`config.mk`:
```
export PLATFORM = sky130hd
export DESIGN_NAME = ex_alu_mdu
export DESIGN_NICKNAME = d
export VERILOG_FILES = /design/src/rtl/ex_alu_pkg.sv /design/src/rtl/ex_mdu_seq.sv /design/src/rtl/ex_alu_mdu.sv
export SDC_FILE = /design/constraint.sdc
export NUM_CORES = 1
export LEC_CHECK = 0
export BUFFER_PORTS_ARGS = -buffer_cell sky130_fd_sc_hd__clkbuf_2
export CORE_MARGIN = 2
export CORE_UTILIZATION = 55
export CTS_CLUSTER_SIZE = 25
export DETAILED_ROUTE_END_ITERATION = 7
export PLACE_DENSITY = 0.73
export RECOVER_POWER = 100
export SYNTH_ARGS = -nofsm -noshare
export SYNTH_HDL_FRONTEND = slang
export SYNTH_SLANG_ARGS = --single-unit
```
`constraint.sdc`:
```
create_clock -name Clk -period 7.37 [get_ports Clk]
set_clock_uncertainty 0.15 [all_clocks]
set_input_delay 1.1055 -clock Clk [delete_from_list [all_inputs] [get_ports Clk]]
set_output_delay 1.1055 -clock Clk [all_outputs]
set_load 0.01 [all_outputs]
```
`src/rtl/ex_alu_pkg.sv`:
```
// ex_alu_pkg: op encodings, MDU state enum and decode helpers shared by ex_alu_mdu.
// Divider decode is compiled in only when EX_ALU_MDU_DIV_EN is defined.
package ex_alu_pkg;

  typedef enum logic [3:0] {
    OP_AND   = 4'b0000,
    OP_OR    = 4'b0001,
    OP_ADD   = 4'b0010,
    OP_SUB   = 4'b0110,
    OP_SLT   = 4'b0111,
    OP_SLTU  = 4'b1000,
    OP_MULT  = 4'b1001,
    OP_MULTU = 4'b1010,
    OP_DIV   = 4'b1011,
    OP_NOR   = 4'b1100,
    OP_DIVU  = 4'b1101,
    OP_MFHI  = 4'b1110,
    OP_MFLO  = 4'b1111
  } alu_op_t;

  typedef enum logic [1:0] {
    MDU_IDLE = 2'd0,
    MDU_RUN  = 2'd1,
    MDU_DONE = 2'd2
  } mdu_state_t;

  // Wide enough for any supported WIDTH; users slice the low WIDTH bits.
  localparam int unsigned MAX_WIDTH = 128;
  localparam logic [MAX_WIDTH-1:0] DIV_BY_ZERO_LO = '1;

  function automatic logic is_mdu_launch_op(input logic [3:0] op);
    logic hit;
    hit = (op == OP_MULT) || (op == OP_MULTU);
`ifdef EX_ALU_MDU_DIV_EN
    hit = hit || (op == OP_DIV) || (op == OP_DIVU);
`endif
    return hit;
  endfunction

  function automatic logic is_signed_op(input logic [3:0] op);
    return (op == OP_MULT) || (op == OP_DIV);
  endfunction

  function automatic logic is_div_op(input logic [3:0] op);
    return (op == OP_DIV) || (op == OP_DIVU);
  endfunction

endpackage

```
`src/rtl/ex_mdu_seq.sv`:
```
// ex_mdu_seq: iterative radix-2 multiply/divide unit owning HI/LO.
// Restoring divider is present only when EX_ALU_MDU_DIV_EN is defined.
module ex_mdu_seq
  import ex_alu_pkg::*;
#(
  parameter int WIDTH = 32
) (
  input  logic             clk_i,
  input  logic             rst_ni,
  input  logic             start_i,
  input  logic             flush_i,
  input  logic [3:0]       op_i,
  input  logic [WIDTH-1:0] a_i,
  input  logic [WIDTH-1:0] b_i,
  output logic [WIDTH-1:0] hi_o,
  output logic [WIDTH-1:0] lo_o,
  output logic             busy_o
);

  localparam int CNT_W = $clog2(WIDTH + 1);

  mdu_state_t         state_q;
  logic [CNT_W-1:0]   cnt_q;
  logic [WIDTH-1:0]   acc_q, acc_d;
  logic [WIDTH-1:0]   shr_q, shr_d;
  logic [WIDTH-1:0]   opb_q;
  logic [WIDTH-1:0]   hi_q, lo_q;
  logic               neg_q;
  logic               a_neg, b_neg;
  logic [WIDTH-1:0]   a_mag, b_mag;
  logic [WIDTH:0]     mul_sum;
  logic [2*WIDTH-1:0] prod_fix;
`ifdef EX_ALU_MDU_DIV_EN
  logic               div_q, neg_rem_q, dz_q;
  logic [WIDTH:0]     div_shift;
  logic [WIDTH-1:0]   quo_fix, rem_fix;
`endif

  // Signed ops run on magnitudes; the sign is restored in DONE.
  always_comb begin
    a_neg = is_signed_op(op_i) & a_i[WIDTH-1];
    b_neg = is_signed_op(op_i) & b_i[WIDTH-1];
    a_mag = a_neg ? -a_i : a_i;
    b_mag = b_neg ? -b_i : b_i;
  end

  always_comb begin
    mul_sum = {1'b0, acc_q} + (shr_q[0] ? {1'b0, opb_q} : '0);
    acc_d   = mul_sum[WIDTH:1];
    shr_d   = {mul_sum[0], shr_q[WIDTH-1:1]};
`ifdef EX_ALU_MDU_DIV_EN
    div_shift = {acc_q, shr_q[WIDTH-1]};
    if (div_q) begin
      if (div_shift >= {1'b0, opb_q}) begin
        acc_d = WIDTH'(div_shift - {1'b0, opb_q});
        shr_d = {shr_q[WIDTH-2:0], 1'b1};
      end else begin
        acc_d = div_shift[WIDTH-1:0];
        shr_d = {shr_q[WIDTH-2:0], 1'b0};
      end
    end
`endif
  end

  assign prod_fix = neg_q ? -{acc_q, shr_q} : {acc_q, shr_q};
`ifdef EX_ALU_MDU_DIV_EN
  // Remainder follows the dividend sign, which also yields HI = dividend on divide by zero.
  assign quo_fix = dz_q ? DIV_BY_ZERO_LO[WIDTH-1:0] : (neg_q ? -shr_q : shr_q);
  assign rem_fix = neg_rem_q ? -acc_q : acc_q;
`endif

  always_ff @(posedge clk_i) begin
    if (!rst_ni) begin
      state_q   <= MDU_IDLE;
      cnt_q     <= '0;
      acc_q     <= '0;
      shr_q     <= '0;
      opb_q     <= '0;
      neg_q     <= 1'b0;
      hi_q      <= '0;
      lo_q      <= '0;
`ifdef EX_ALU_MDU_DIV_EN
      div_q     <= 1'b0;
      neg_rem_q <= 1'b0;
      dz_q      <= 1'b0;
`endif
    end else begin
      case (state_q)
        MDU_IDLE: begin
          if (start_i) begin
            state_q   <= MDU_RUN;
            cnt_q     <= CNT_W'(WIDTH);
            acc_q     <= '0;
            shr_q     <= a_mag;
            opb_q     <= b_mag;
            neg_q     <= a_neg ^ b_neg;
`ifdef EX_ALU_MDU_DIV_EN
            div_q     <= is_div_op(op_i);
            neg_rem_q <= a_neg;
            dz_q      <= is_div_op(op_i) && (b_i == '0);
`endif
          end
        end
        MDU_RUN: begin
          if (flush_i) begin
            state_q <= MDU_IDLE;
            cnt_q   <= '0;
          end else begin
            acc_q <= acc_d;
            shr_q <= shr_d;
            cnt_q <= cnt_q - CNT_W'(1);
            if (cnt_q == CNT_W'(1)) state_q <= MDU_DONE;
          end
        end
        MDU_DONE: begin
          state_q <= MDU_IDLE;
          if (!flush_i) begin
`ifdef EX_ALU_MDU_DIV_EN
            if (div_q) begin
              hi_q <= rem_fix;
              lo_q <= quo_fix;
            end else begin
              {hi_q, lo_q} <= prod_fix;
            end
`else
            {hi_q, lo_q} <= prod_fix;
`endif
          end
        end
        default: state_q <= MDU_IDLE;
      endcase
    end
  end

  assign hi_o   = hi_q;
  assign lo_o   = lo_q;
  assign busy_o = (state_q != MDU_IDLE);

endmodule

```
`src/rtl/ex_alu_mdu.sv`:
```
// ex_alu_mdu: EX-stage ALU with combinational ops and a stalling multiply/divide unit.
// Define EX_ALU_MDU_DIV_EN to build the divider; otherwise DIV/DIVU decode as illegal.
module ex_alu_mdu
  import ex_alu_pkg::*;
#(
  parameter int WIDTH = 32
) (
  input  logic             Clk,
  input  logic             Reset_n,
  input  logic [WIDTH-1:0] Read_Data_1_EX,
  input  logic [WIDTH-1:0] ALU_Data_2_EX,
  input  logic [3:0]       ALU_Control_EX,
  input  logic             Valid_EX,
  input  logic             Flush_EX,
  output logic [WIDTH-1:0] ALU_Result_EX,
  output logic             Zero_EX,
  output logic             Stall_EX,
  output logic             Illegal_EX
);

  if (WIDTH < 8 || (WIDTH % 2) != 0) begin : g_bad_width
    $error("ex_alu_mdu: WIDTH must be even and at least 8");
  end

  logic [WIDTH-1:0] and_v, or_v, nor_v;
  logic [WIDTH-1:0] alu_result;
  logic [WIDTH-1:0] mdu_hi, mdu_lo;
  logic             slt_lt, sltu_lt;
  logic             bad_op;
  logic             mdu_launch, mdu_busy;

  for (genvar gi = 0; gi < WIDTH; gi++) begin : g_bitwise
    assign and_v[gi] = Read_Data_1_EX[gi] & ALU_Data_2_EX[gi];
    assign or_v[gi]  = Read_Data_1_EX[gi] | ALU_Data_2_EX[gi];
    assign nor_v[gi] = ~or_v[gi];
  end

  assign slt_lt  = $signed(Read_Data_1_EX) < $signed(ALU_Data_2_EX);
  assign sltu_lt = Read_Data_1_EX < ALU_Data_2_EX;

  always_comb begin
    alu_result = '0;
    bad_op     = 1'b0;
    case (ALU_Control_EX)
      OP_ADD:            alu_result = Read_Data_1_EX + ALU_Data_2_EX;
      OP_SUB:            alu_result = Read_Data_1_EX - ALU_Data_2_EX;
      OP_AND:            alu_result = and_v;
      OP_OR:             alu_result = or_v;
      OP_NOR:            alu_result = nor_v;
      OP_SLT:            alu_result = {{(WIDTH-1){1'b0}}, slt_lt};
      OP_SLTU:           alu_result = {{(WIDTH-1){1'b0}}, sltu_lt};
      OP_MULT, OP_MULTU: alu_result = '0;
      OP_DIV, OP_DIVU: begin
`ifdef EX_ALU_MDU_DIV_EN
        alu_result = '0;
`else
        bad_op = 1'b1;
`endif
      end
      OP_MFHI:           alu_result = mdu_hi;
      OP_MFLO:           alu_result = mdu_lo;
      default:           bad_op = 1'b1;
    endcase
  end

  // A flush in the same cycle suppresses the launch.
  assign mdu_launch = Reset_n & Valid_EX & ~Flush_EX & is_mdu_launch_op(ALU_Control_EX);

  ex_mdu_seq #(
    .WIDTH(WIDTH)
  ) u_mdu (
    .clk_i  (Clk),
    .rst_ni (Reset_n),
    .start_i(mdu_launch),
    .flush_i(Flush_EX),
    .op_i   (ALU_Control_EX),
    .a_i    (Read_Data_1_EX),
    .b_i    (ALU_Data_2_EX),
    .hi_o   (mdu_hi),
    .lo_o   (mdu_lo),
    .busy_o (mdu_busy)
  );

  assign ALU_Result_EX = alu_result;
  assign Zero_EX       = (alu_result == '0);
  assign Illegal_EX    = Reset_n & Valid_EX & bad_op;
  // Busy spans RUN and DONE, which also covers the MFHI/MFLO interlock.
  assign Stall_EX      = Reset_n & (mdu_launch | mdu_busy);

endmodule

```
# --- Yosys cells after proc, flatten, opt, wreduce, memory -nomap -nowiden ---
# Cells that the tools add are included.
classes:
  add_sub_neg: 7
  n_mul: 0
  div_mod_pow: 0
  n_lt_le_gt_ge: 2
  n_eq_ne: 17
  shifts: 0
  mux: 19
  bitwise_logic: 106
  reduce_logical: 13
op_table:
  columns: ["op", "count"]
  rows:
  - ["32-bit one-hot mux with 9 select lines", 1]
  - ["32-bit 2-to-1 mux", 7]
  - ["32-bit one-hot mux with 2 select lines", 2]
  - ["32-bit < comparator", 2]
  - ["64-bit 2-to-1 mux", 1]
  - ["32-bit negation", 2]
  - ["64-bit negation", 1]
  - ["1-bit AND", 39]
  - ["32-bit by 33-bit adder with 33-bit output", 1]
  - ["1-bit inverter", 33]
  - ["1-bit bitwise OR", 33]
  - ["32-bit adder", 1]
  - ["32-bit logical NOT", 1]
  - ["32-bit subtractor", 1]
  - ["4-bit equality test, second input constant", 7]
  - ["6-bit 2-to-1 mux", 2]
  - ["6-bit one-hot mux with 2 select lines", 1]
  - ["11-bit OR reduction", 1]
  - ["4-bit by 3-bit equality test with 1-bit output, second input constant", 2]
  - ["2-bit AND reduction", 4]
  - ["6-bit by 1-bit equality test with 1-bit output, second input constant", 1]
  - ["2-bit 2-to-1 mux", 3]
  - ["6-bit by 1-bit subtractor with 6-bit output, second input constant", 1]
  - ["4-bit by 1-bit equality test with 1-bit output, second input constant", 1]
  - ["13 further kinds", 16]
word_totals:
  ff_bits: 169
  latch_bits: 0
  mem_bits_rw: 0
  mem_bits_ro: 0
  input_bits: 72
  out_inout_bits: 35
  word_cells: 172
  n_memories: 0

# --- Logic depth before layout (Yosys ltp) ---
# Gate-level depths: netlist (run 1).
depth:
  ltp_word: 6
  ltp_mapped: 15
  depth_no_buf: 15

# --- Modules after synthesis ---
# From an unflattened synthesis (run 1), not the netlist that was laid out.
hier_totals:
  hier_cells: 2376
  hier_area_um2: 17409.2
modules_own_cells:
  columns: ["mod", "instances", "cells_per_inst", "area_per_inst_um2", "seq_area_each_um2"]
  rows:
  - ["ex_mdu_seq", 1, 1373, 10586.4, 3383.2]
  - ["ex_alu_mdu", 1, 1003, 6822.8, 0.0]

# --- Worst setup path after synthesis (run 1) ---
# No wires, ideal clock.
synth_path:
  path_kind: "in2out"
  startpoint: "input Read_Data_1_EX[0]"
  endpoint: "output Zero_EX"
  arrival_ns: 4.954
  setup_slack_ns: 1.160
  stages: 15
  n_path_buf: 0
  path_cell_list: "inv_1 > ha_1 > inv_1 > fa_1 > nor3b_1 > a211oi_1 > o311ai_2 > o21ai_1 > o211ai_1 > o22ai_1 > o221a_2 > o21ai_0 > or4_1 > or4b_1 > nor4_1"
synth_via:
  elab_cells_between_ends: 9
  cone_classes: "2 x add/sub; 2 x order compare; 1 x mux; 3 x bitwise; 1 x reduce/logical"
synth_lines:
  columns: ["item", "line", "source"]
  rows:
  - ["start: declaration", "ex_alu_mdu.sv:10", "input logic [WIDTH-1:0] Read_Data_1_EX,"]
  - ["32-bit subtractor / 32-bit adder (equally long branches)", "ex_alu_mdu.sv:46, ex_alu_mdu.sv:45", null]
  - ["32-bit one-hot mux with 9 select lines *", "ex_alu_mdu.sv:44", "case (ALU_Control_EX)"]
  - ["named net ALU_Result_EX[20]", "ex_alu_mdu.sv:15", "output logic [WIDTH-1:0] ALU_Result_EX,"]
  - ["32-bit logical NOT *", "ex_alu_mdu.sv:85", "assign Zero_EX = (alu_result == '0);"]
  - ["end: declaration", "ex_alu_mdu.sv:16", "output logic Zero_EX,"]
# The timed path passes the listed nets; every way through them passes the cells marked *.

# --- Worst setup path after layout (run 1) ---
layout_path:
  startpoint: "input ALU_Control_EX[0]"
  endpoint: "output Zero_EX"
layout_via:
  elab_chain_cells: 3
  elab_cells_between_ends: 11
  cone_classes: "8 x eq/ne; 1 x mux; 2 x reduce/logical"
layout_lines:
  columns: ["item", "line", "source"]
  rows:
  - ["start: declaration", "ex_alu_mdu.sv:12", "input logic [3:0] ALU_Control_EX,"]
  - ["4-bit equality test, or another cell as far along", "ex_alu_mdu.sv:44", null]
  - ["32-bit one-hot mux with 9 select lines *", "ex_alu_mdu.sv:44", null]
  - ["32-bit logical NOT *", "ex_alu_mdu.sv:85", null]
# Mark *: on every way between the ends. The rest lies on a longest branch, timed or not.

==> results by group, run 1 <==
Power and ir drop
  • Worst vdd ir: roughly 0.00019 V
  • PD cells: roughly 140 nW/um2
  • Leakage power: 8.329 nW

Cells and area
  • Fin nets: around 2400
  • Share of cells above drive strength 1: 7.824%
  • Final instance area: ~18000 um2
  • Area grow syn2layout: 7.498%
  • Filler cells: 2802

Clocking
  • Skew-Pair Late Insertion Delay: 440 ps
  • Post-CTS Setup Repair Bufs: 0
  • Hold Buf Count CTS: 0
  • Clock-pin slew on the worst setup and hold paths: 70 ps
  • Htree depth: 4
  • Post-CTS sizing: 0
  • CTS tree: yes
  • Deepest clock path buffer count: 2
  • Clk sinks: about 170
  • Clock Root Buffer: clkbuf_16
  • Total CTS buffers: 17

Place
  • Final HPWL DP: 45660 um
  • Post-DP Area: ~17000 um2
  • PortBufs: between 100 and 150
  • Place WS: ~470 ps
  • Final RePlAce weighted congestion: roughly 1

Routing
  • Via Count: between 15000 and 20000
  • DRC: 0
  • Drt pass-1 iters: 6
  • Drt via density: between 6 and 7
  • Drt wl/cell: 22.91 um
  • Post-DRT Antenna Nets: 0
  • Routed WL: roughly 60000 um
  • Number of DRC markers in iteration 0: ~1900

Critical path
  • Crit-path cells: clkbuf_1 -> and4b_1 -> buf_4 -> nand2_1 -> o2111ai_1 -> a211o_1 -> nor4bb_1 -> o2111ai_1 -> nor4_1 -> nand4b_1 -> or4_1 -> or4b_1 -> nor4_1 -> clkbuf_2
  • Critical-path maximum fanout: 26
  • Critical Path AT: roughly 5900 ps
  • Slowest CP cell: clkbuf_1
  • Crit path max-delay family: simple AND/OR/NAND/NOR gates
  • CP Capture Type: output pin
  • Bufs and invs on worst path: 3
  • CP Launch Type: primary input
  • WS Path Type: primary input to output pin
  • Worst path required time: between 6000 and 7000 ps
  • CP max stage delay: around 890 ps

Timing
  • Max Clk Rate: 139.9 MHz
  • Setup TNS: 0 ps
  • RSZ-0062 raised after global routing: no
  • Final WS setup: 223.3 ps
  • Min Clock Period, post-route: 7147 ps
  • Relative max-transition margin: -128.8%
  • Max-slew violation count: between 200 and 300
  • Setup violators final: 0
  • Hold WS: 325.5 ps
  • Fin. Hold Viols: 0
  • Final period util: ~97%
  • Worst slew pin tran: 3432 ps

Synth
  • Sequential element share of the synthesized area: between 20% and 30%
  • Syn_nets: ~2400
  • Synth Area in Adders: 10.38%
  • Post-synthesis mux area share: 0.8139%
  • Mean Syn Cell Area: 7.554 um2
  • Xor/xnor cell area share of the yosys netlist: under 10%
  • Post-synth cell types: 82
  • Mapped cell area: approximately 17000 um2
  • Compound-gate portion of the synthesized area: approximately 32%
  • Prevailing post-synth register cell: dfxtp_1
  • Synth warn: 0
  • Simple-Gate Fraction of Synth Area: between 20% and 30%
  • EDFF count, synth: 0
  • Main combinational cell family by area after synthesis: compound AO/OA/AOI/OAI gates
  • Gate count of the mapped netlist: ~2200
  • Flip-flop and latch count after synthesis: roughly 170
  • Async S/R FF share, synth: 0%

Global routing
  • Gr usage total: approximately 37%
  • First-pass GRT wire length: around 91000 um
  • Largest net degree at the start of global routing: 99
  • Vias in the first global route: roughly 16000
  • Total grt overflow: 0
  • Initial antenna violation count: 2

Floorplan
  • Die Ht: approximately 180 um
  • Ports: 107
  • # rows: between 60 and 70
  • Core box area: 29720 um2
  • Die Width: 177.7 um
  • Starting density of the core: between 50 and 60%
  • Total die area: between 30000 and 40000 um2

Outcome
  • Failing checks: max-capacitance violations, max-slew violations
  • Status: complete, but fails checks

Job
  • Maxcap violations: 5

Min path
  • HP Class: flip-flop to flip-flop
## layout make-up
class	count	area, um2	share of cell area [%]
Timing Repair Buffer	141	725.7	4.066
Tap cell	390	488.0	2.734
Sequential cell	169	3385	18.96
Clock inverter	15	168.9	0.9464
Inverter	111	416.7	2.334
Antenna cell	1	2.502	0.01402
Multi-Input combinational cell	1771	12240	68.56
Clock buffer	17	425.4	2.383
## routing by layer
metal	up-vias	GRT usage [%]	share of wire, %
li1	8136	-	-
met1	8362	45.99	41
met2	732	63.78	48
met3	160	3.920	5.8
met4	2	17.38	4.9
met5	-	0	0.022
## state kept, by name (all words and copies together), names as in the netlist
name / cells
u_mdu.acc_q: 32
u_mdu.hi_o: 32
u_mdu.lo_o: 32
u_mdu.opb_q: 32
u_mdu.shr_q: 32
u_mdu.cnt_q: 6
u_mdu.state_q: 2
u_mdu.neg_q: 1
## power breakdown
| group | switching (mW) | internal (mW) |
|---|---|---|
| registers | 0.00517 | 0.917 |
| clock network | 0.439 | 0.488 |
| logic | 0.456 | 0.225 |
## worst register-to-register path: stages (launching register included)
cell and delay [ps]:
dfxtp_1 310, clkbuf_1 590, nor4b_1 1470, nand3_2 270, or3_1 540, or3_1 410
or3_1 440, or3_1 510, o41ai_1 430, xor2_1 190, nand2_1 70, o211a_1 200
## synth_stat cells, types with 30 or more instances
library cell / number / area (um2)
xnor2_1: 77 / 674.4
clkbuf_1: 127 / 476.7
a21o_1: 34 / 255.2
a22oi_1: 30 / 225.2
ha_1: 133 / 1664
a211oi_1: 46 / 345.3
a21oi_1: 139 / 695.7
nor3_1: 41 / 205.2
o31ai_1: 33 / 247.7
nor2_1: 134 / 503.0
nand3_1: 53 / 265.3
o211ai_1: 30 / 225.2
and2_1: 48 / 300.3
o211a_1: 97 / 970.9
nor2b_1: 66 / 412.9
inv_1: 111 / 416.7
dfxtp_1: 169 / 3383
xor2_1: 68 / 595.6
o21ai_0: 131 / 655.6
nand2_1: 225 / 844.6
## cells in the final DEF, fill, tap and decap left out, drive strengths merged, types with 16 or more instances in the layout
cell,netlist,layout
nand2,225,225
dfxtp,169,169
a21oi,139,139
nor2,134,134
ha,133,133
o21ai,132,132
clkbuf,128,132
inv,111,123
o211a,97,97
xnor2,77,77
xor2,68,68
nor2b,66,66
nand3,55,55
and2,48,48
a211oi,46,46
nor3,41,41
o31ai,34,34
a21o,34,34
o211ai,30,30
a22oi,30,30
buf,19,26
nand4,25,25
or3,24,24
o41ai,24,24
nor4,24,24
a31oi,21,21
and3,19,19
nand2b,16,16
## stage by stage
stage / power [mW] / util, % / std cells
2_1_floorplan: 1.373 / - / 2198
3_3_place_gp: 1.615 / 58.51 / 2582
3_5_place_dp: 1.617 / 58.51 / 2582
4_1_cts: 2.529 / 60.51 / 2614
5_1_grt: 2.619 / 60.05 / 2614
6_report: 2.531 / 60.06 / 2615
## final timing paths
check / from / endpoint / slack (ps) / cells past startpoint
max: ALU_Control_EX[0] / Zero_EX / 220 / 14
min reg2reg: u_mdu.opb_q[0]$_SDFFE_PN0P_ / u_mdu.opb_q[0]$_SDFFE_PN0P_ / 330 / 2
max reg2reg: u_mdu.shr_q[0]$_SDFFE_PN0P_ / u_mdu.hi_o[29]$_SDFFE_PN0P_ / 1680 / 11
min: u_mdu.opb_q[0]$_SDFFE_PN0P_ / u_mdu.opb_q[0]$_SDFFE_PN0P_ / 330 / 2
## cell families after synthesis
kind of cell	after synthesis
DFF	169
xor gates and xnor gates	145
adders and majority gates	136
buffers and inverters	258
and+or+nand+nor	736
muxes	13
AOI/OAI and AO/OA	741
(Power assumes the default switching activity.)
==> inputs of run 2 (changes only) <==
- CELL_PAD_IN_SITES_DETAIL_PLACEMENT: unset -> 0
- CELL_PAD_IN_SITES_GLOBAL_PLACEMENT: unset -> 2
- CORE_UTILIZATION: 55 -> 40
- PLACE_DENSITY: 0.73 -> unset
- PLACE_DENSITY_LB_ADDON: unset -> 0.1
- REMOVE_ABC_BUFFERS: unset -> 1
==> results by group, run 2 (synthesized netlist as in run 1, its figures left out) <==
Outcome
  • Status: complete, but fails checks
  • Failing checks: max-capacitance violations, max-slew violations

Power and ir drop
  • Worst vdd ir: 0.0001629 V (-13%)
  • PD cells: 141.2 nW/um2 (-0.40%)
  • Leakage power: 8.375 nW (+0.55%)

Routing
  • DRC: 0 (unchanged)
  • Via Count: 16940 (-2.6%)
  • Routed WL: 64040 um (+6.9%)
  • Drt via density: 6.144 (-7.6%)
  • Drt wl/cell: 23.23 um (+1.4%)
  • Drt pass-1 iters: 5 (-1)
  • Number of DRC markers in iteration 0: 1453 (-23%)
  • Post-DRT Antenna Nets: 0 (unchanged)

Timing
  • RSZ-0062 raised after global routing: no
  • Min Clock Period, post-route: 7053 ps (-93.98 ps)
  • Max Clk Rate: 141.8 MHz (+1.3%)
  • Fin. Hold Viols: 0 (unchanged)
  • Hold WS: 340.3 ps (+14.78 ps)
  • Relative max-transition margin: -78.79% (+50 points)
  • Setup TNS: 0 ps (unchanged)
  • Final period util: 95.70% (-1.3 points)
  • Worst slew pin tran: 2682 ps (-750.0 ps)
  • Setup violators final: 0 (unchanged)
  • Max-slew violation count: 328 (+31%)

Place
  • PortBufs: 106 (unchanged)
  • Final RePlAce weighted congestion: 0.9031 (-9.5%)
  • Inst Count DP: 2724 (+5.5%)
  • Post-DP Area: 17560 um2 (+1.0%)
  • Final HPWL DP: 48740 um (+6.7%)

Clocking
  • Htree depth: 4 (unchanged)
  • Deepest clock path buffer count: 2 (unchanged)
  • Clock Root Buffer: clkbuf_16
  • Post-CTS Setup Repair Bufs: 0 (unchanged)
  • CTS tree: yes
  • Total CTS buffers: 17 (unchanged)
  • Clk sinks: 169 (unchanged)
  • Post-CTS sizing: 0 (unchanged)
  • Clock-pin slew on the worst setup and hold paths: 70 ps (about the same)
  • Skew-Pair Late Insertion Delay: 450 ps (about the same)
  • Hold Buf Count CTS: 0 (unchanged)

Global routing
  • Total grt overflow: 0 (unchanged)
  • Vias in the first global route: 15642 (-3.0%)
  • Gr usage total: 28.87% (-8.1 points)
  • Initial antenna violation count: 1 (-1)
  • Largest net degree at the start of global routing: 91 (-8.1%)
  • First-pass GRT wire length: 97230 um (+7.4%)

Cells and area
  • Fin cells: 2757 (+5.4%)
  • Most frequent cells in the layout: nand2_1 (225), dfxtp_1 (168), a21oi_1 (139), ha_1 (133), nor2_1 (132)
  • Area grow syn2layout: 8.847%
  • Fin nets: 2419 (unchanged)
  • Filler cells: 4290 (+53%)
  • Share of cells above drive strength 1: 8.183% (+0.36 points)
  • Final instance area: 18070 um2 (+1.3%)
  • Commonest non-fill, non-tap cell in the layout: nand2_1

Critical path
  • Slowest CP cell: or4_1
  • Cell mode on critical path: nor4_1
  • Critical-path maximum fanout: 11 (-58%)
  • CP max stage delay: 560 ps (-330 ps)
  • Critical Path AT: 5800 ps (-90 ps)
  • Crit-path cells: clkbuf_2 -> inv_1 -> ha_1 -> nor4_1 -> buf_1 -> nand2b_1 -> o311ai_2 -> o21ai_1 -> o211ai_1 -> o22ai_1 -> a221oi_1 -> o21ai_0 -> or4_1 -> or4b_1 -> nor4_1 -> clkbuf_1
  • Worst path required time: 6110 ps (about the same)
  • CP Launch Type: primary input
  • WS Path Type: primary input to output pin
  • CP Capture Type: output pin

Floorplan
  • Total die area: 43150 um2 (+37%)
  • Starting density of the core: 40.57% (-15 points)
  • # rows: 74 (+17%)
  • Ports: 107 (unchanged)
  • Die Ht: 207.7 um (+17%)
  • Core box area: 40920 um2 (+38%)
  • Die Width: 207.7 um (+17%)

Min path
  • HP Class: flip-flop to flip-flop

Job
  • Maxcap violations: 5 (unchanged)
## run 2: layout make-up
class                   instances  area (um2)  area share [%]
clock buffers                  19       452.9           2.506
well taps                     532       665.6           3.683
clock inverters                13       157.7          0.8723
multi-input cells            1771       12250           67.81
flip-flops and latches        169        3385           18.73
diodes                          1       2.502         0.01385
inverters                     111       416.7           2.305
repair buffers                141       738.2           4.085
## run 2: worst max-delay path: cells and delay by family
kind                       cells  cell delay, ps
and+or+nand+nor                5            1830
AOI/OAI and AO/OA              6            1750
buffers and inverters          4             640
adders and majority gates      1             460
## run 2: path summary, 6_finish.rpt
kind,endpoint,startpoint,slack (ps),cells past startpoint
worst max-delay path,Zero_EX,Read_Data_1_EX[8],320,16
worst min-delay path,u_mdu.opb_q[0]$_SDFFE_PN0P_,u_mdu.opb_q[0]$_SDFFE_PN0P_,340,2
worst max register to register,u_mdu.hi_o[26]$_SDFFE_PN0P_,u_mdu.shr_q[1]$_SDFFE_PN0P_,2410,13
worst min register to register,u_mdu.opb_q[0]$_SDFFE_PN0P_,u_mdu.opb_q[0]$_SDFFE_PN0P_,340,2
## run 2: per-layer routing
layer	vias to the layer above	GRT usage (%)	wire length, um
met5	-	0	0
met4	0	6.187	996
met3	51	2.859	3788
met2	508	43.29	27480
met1	8233	44.26	31780
li1	8148	-	-
## run 2: through the flow
stage | total power, mW | util (%) | setup WS [ps]
2_1_floorplan | 1.349 | - | -1402
3_3_place_gp | 1.631 | 42.92 | 480.5
3_5_place_dp | 1.627 | 42.92 | 358.4
4_1_cts | 2.569 | 44.41 | 347.6
5_1_grt | 2.667 | 44.15 | 43.07
6_report | 2.552 | 44.16 | 317.3
## run 2: report_power, final
group          total (mW)  switching, mW  internal (mW)
Combinational       0.691          0.464          0.227
Sequential          0.923        0.00531          0.918
Clock               0.938          0.411          0.527
Total                2.55          0.880           1.67
